==> src/rtl/uart_tx_fifo.sv <==
// Byte FIFO feeding the UART transmitter: host pushes with wr_en/wr_data, the
// transmitter sees the head byte first-word-fall-through and pops it with tx_rd.
module uart_tx_fifo #(
  parameter int DEPTH = 16,
  parameter int AW    = 4
) (
  input  logic          clk,
  input  logic          rstn,
  input  logic          clr,
  input  logic          wr_en,
  input  logic [7:0]    wr_data,
  output logic          full,
  output logic [AW:0]   count,
  output logic          overflow,
  output logic          underflow,
  output logic          tx_ready,
  input  logic          tx_rd,
  output logic [7:0]    tx_data
);

  localparam logic [AW:0] DEPTH_CNT = (AW+1)'(DEPTH);

  // Handshake: tx_ready is "valid" (head byte on tx_data); tx_rd is a one-cycle
  // pop that takes effect only when tx_ready=1. tx_data holds until that edge.
  logic [7:0]    mem [DEPTH];
  logic [AW-1:0] wp;
  logic [AW-1:0] rp;
  logic [AW:0]   cnt;
  logic          empty;
  logic          at_full;
  logic          pop;
  logic          push;

  assign empty    = (cnt == '0);
  assign at_full  = (cnt == DEPTH_CNT);
  assign pop      = tx_rd && !empty;
  // A full FIFO still accepts a byte when the head leaves in the same cycle.
  assign push     = wr_en && (!at_full || pop);

  assign tx_ready = !empty;
  assign full     = at_full;
  assign count    = cnt;
  assign tx_data  = mem[rp];

  always_ff @(posedge clk or negedge rstn) begin
    if (!rstn) begin
      wp        <= '0;
      rp        <= '0;
      cnt       <= '0;
      overflow  <= 1'b0;
      underflow <= 1'b0;
    end else if (clr) begin
      wp        <= '0;
      rp        <= '0;
      cnt       <= '0;
      overflow  <= 1'b0;
      underflow <= 1'b0;
    end else begin
      if (push) wp <= wp + AW'(1);
      if (pop)  rp <= rp + AW'(1);
      case ({push, pop})
        2'b10:   cnt <= cnt + (AW+1)'(1);
        2'b01:   cnt <= cnt - (AW+1)'(1);
        default: cnt <= cnt;
      endcase
      if (wr_en && at_full && !tx_rd) overflow  <= 1'b1;
      if (tx_rd && empty)             underflow <= 1'b1;
    end
  end

  // Storage is deliberately not reset; contents are meaningless until pushed.
  always_ff @(posedge clk) begin
    if (push && !clr) mem[wp] <= wr_data;
  end

endmodule
==> config.mk <==
export PLATFORM = sky130hd
export DESIGN_NAME = uart_tx_fifo
export DESIGN_NICKNAME = d
export VERILOG_FILES = /design/src/rtl/uart_tx_fifo.sv
export SDC_FILE = /design/constraint.sdc
export NUM_CORES = 1
export LEC_CHECK = 0
export ABC_AREA = 1
export ABC_CLOCK_PERIOD_IN_PS = 5900
export BUFFER_PORTS_ARGS = -buffer_cell sky130_fd_sc_hd__buf_4
export CAP_MARGIN = 10
export CORE_MARGIN = 1.5
export CORE_UTILIZATION = 55
export CTS_CLUSTER_SIZE = 16
export DETAILED_ROUTE_END_ITERATION = 12
export PLACE_DENSITY_LB_ADDON = 0.3
export SLEW_MARGIN = 30
export SYNTH_ARGS = -nofsm -noshare
export SYNTH_HDL_FRONTEND = slang
export SYNTH_SLANG_ARGS = --single-unit
==> constraint.sdc <==
create_clock -name clk -period 5.9 [get_ports clk]
set_clock_uncertainty 0.05 [all_clocks]
set_input_delay 0.885 -clock clk [delete_from_list [all_inputs] [get_ports clk]]
set_output_delay 0.885 -clock clk [all_outputs]
set_load 0.05 [all_outputs]
==> results.ini <==
[critical_path]
setup.worst_path.start_class = flip-flop
timing.rr.end = count[4]
reg2reg_slack_ns = 3.65
worstPathCellList = clkinv_1 -> o211ai_1 -> nand3_1 -> nand2_1 -> buf_4
cp_max_fo = 19
worst-endpoint-arrival_ns = 3.03
cp-end-kind = output port
r2r_start = count[1]
critPathKind = flip-flop to output port
critPathSlowestCell = dfrtp_1
r2r_cells = 13
cp.required_ns = 4.97
max_stage_delay_ns = 0.89

[logic_synthesis]
synth_top_family_by_area = simple AND/OR/NAND/NOR gates
synthCells = 511
synth_area_per_cell_sq_um = 12.0
yosysTopAreaCellShare_pct = 62.8
synth_mux_area_share_pct = 0
synth_top_area_cell = edfxtp_1
ys.flop_type = edfxtp_1
ys_seq_area_share_pct = 68.9
synthTopCellsByCount = edfxtp_1, nor2_1, o21ai_0
ys_ff_latch = 143
ys_types = 33
syn_area_sq_um = 6120
syn-num-nets = 533
synth-xor-area-share_pct = 0.715
synth_async_sr_flop_share_pct = 10.5
yosysMostFrequentCell = edfxtp_1
ys.warnings.count = 0
synth_edf_count = 128
yosys.area_share.simple_pct = 13.8
yosys.area_share.adder_pct = 1.96
synth_area_leaders = edfxtp_1, nor2_1, dfrtp_1, o21ai_0, o211ai_1
synth_compound_area_share_pct = 10.9

[detailed_routing]
drcViolationCount = 0
wl_um = 13900
drtIter0Drc = 503
wl_per_cell_um = 20.3
drtPass1Iterations = 5
ant_nets = 0
vias = 4087
viasPerCell = 5.96

[clock_network]
cts_sinks = 143
htree_levels = 4
cts_tree = yes
cts-root-buf = clkbuf_8
hold_buffers = 0
post_cts_buffers = 0
clock_latency_ns = 0.54
path_clk_slew_ns = 0.06
cts.path.max_buffers = 2
numCtsBuffers = 17
post_cts_resized = 0

[power_and_ir_drop]
p_sw_mw = 1.02
power.density_nw_per_um2 = 438
switching_share_pct = 33.4
p_int_mw = 2.04
pwr-share-seq_pct = 40.4
power_leakage_nw = 2.45
peakVddDrop_uv = 296
clock_power_share_pct = 35.3
total_power_mw = 3.06
p_comb_share_pct = 24.4

[placement]
place_congestion = 0.848
hpwl_um = 7780
port_buffers = 29

[timing]
period_needed_ns = 3.97
slew_viol_final = 0
finalHoldViolCount = 0
tightestPinTransition_ns = 1.01
slew_headroom_pct = 32.2
fin_setup_tns_ns = 0
setup_viol = 0
rsz0062_at_grt = no
fin_crit_sh_pct = 67.2
fmax_mhz = 252

[floorplan]
dieArea_sq_um = 11800
die_x_um = 109
core_area_sq_um = 10800
rows = 38
start_util_pct = 56.5
io_pins = 30
die_h_um = 109

[run_status]
status = complete, no violations

[run]
max_cap_violations = 0

[grt]
grt_util_all_layers_pct = 25.6
antenna_found_initial = 1
grt_pass1_vias = 4052
grt_pass1_wl_um = 21600
grt_max_degree = 68
grt_remaining_overflow = 0

[finish]
nNetsFinal = 554
drive_gt1_share_pct = 16.1
multi_input_area_sq_um = 1710
nFillCells = 768
area_growth_pct = 14.2
register_area_sq_um = 4230

[worst_hold_path]
hold_path.class = input pin to asynchronous set/reset pin

[cell usage in the layout, fill, tap and decap left out]
| cell | count |
|---|---|
| edfxtp_1 | 128 |
| nor2_1 | 102 |
| o21ai_0 | 62 |
| nand2_1 | 38 |
| nand3_1 | 33 |
| o211ai_1 | 32 |
| buf_4 | 29 |
| nor2_2 | 19 |
| clkbuf_16 | 16 |
| inv_1 | 15 |
| dfrtp_1 | 13 |
| ha_1 | 8 |
| clkinv_1 | 5 |
| a21oi_1 | 5 |
| o21ai_1 | 4 |
| bufinv_16 | 4 |
| nand3_2 | 3 |
| xnor2_1 | 3 |
| clkinv_2 | 3 |
| o21ai_2 | 2 |
| o31ai_1 | 2 |
| xor2_1 | 2 |
| clkinvlp_4 | 2 |
| clkbuf_1 | 2 |
| dfrtp_4 | 2 |
| diode_2 | 1 |
| inv_4 | 1 |
| o21ai_4 | 1 |
| inv_2 | 1 |
| nand2_4 | 1 |
| nand3_4 | 1 |
| a21oi_4 | 1 |
| a31oi_1 | 1 |
| nand3b_1 | 1 |
| fa_1 | 1 |
| clkbuf_8 | 1 |
| clkinv_4 | 1 |
[kinds of logic (layout without fill, tap and decap cells)]
group / count (synthesis) / count (layout)
fa+ha+maj: 9 / 9
other cells: 0 / 1
flops: 143 / 143
simple gates: 198 / 198
xor+xnor: 5 / 5
compound gates: 110 / 110
buf+inv: 46 / 80
[through the flow]
step	instances	setup WS, ns	utilization, %	instance area (sq um)	hold slack, ns
2_1_floorplan	511	3.37	-	6120	0.499
3_3_place_gp	653	2.43	58.7	6360	0.441
3_5_place_dp	653	2.51	58.9	6380	0.443
4_1_cts	685	1.92	64.3	6970	0.140
5_1_grt	686	1.80	64.5	6990	0.152
6_report	686	1.93	64.5	6990	0.144
[worst max path at each step]
stage | start | cells after the start | end
2_1_floorplan | count[3] | 13 | count[4]
3_3_place_gp | rp[0] | 8 | tx_data[4]
3_5_place_dp | rp[2] | 5 | tx_data[3]
4_1_cts | rp[2] | 5 | tx_data[3]
5_1_grt | rp[2] | 5 | tx_data[3]
6_report | rp[2] | 5 | tx_data[3]
[power groups by stage]
stage / sequential (mW) / clock [mW] / combinational [mW]
finish: 1.24 / 1.08 / 0.746
global route: 1.25 / 1.12 / 0.822
global placement: 1.25 / 0 / 0.721
detailed placement: 1.25 / 0 / 0.739
CTS: 1.24 / 1.08 / 0.747
floorplan: 1.22 / 0 / 0.593
[registers in the layout (all words and copies together) (netlist names)]
name,cells
count,5
rp,4
underflow,1
mem,128
overflow,1
wp,4
[metal layers]
layer	GRT usage [%]	up-vias	routed length, um
li1	-	1869	-
met1	33.5	1960	5420
met2	40.2	217	6860
met3	6.33	41	1170
met4	12.4	0	446
met5	0	-	0
[final cells by class]
cell class	count	share of cell area (%)
antenna	1	0.0358
inverter	19	1.06
multi-input combinational	322	24.4
clock buffer	19	6.03
clock inverter	13	2.43
tap	140	2.50
timing repair buffer	29	3.11
sequential	143	60.4
[critical path: cells and delay by family, from the launching register on]
kind                   cells  cell delay, ns
AO/OA/AOI/OAI              1            0.37
buffers and inverters      2            0.99
flip-flops                 1            0.89
AND/OR/NAND/NOR            2            0.24
Note: power is estimated with default switching activity, not from simulation.
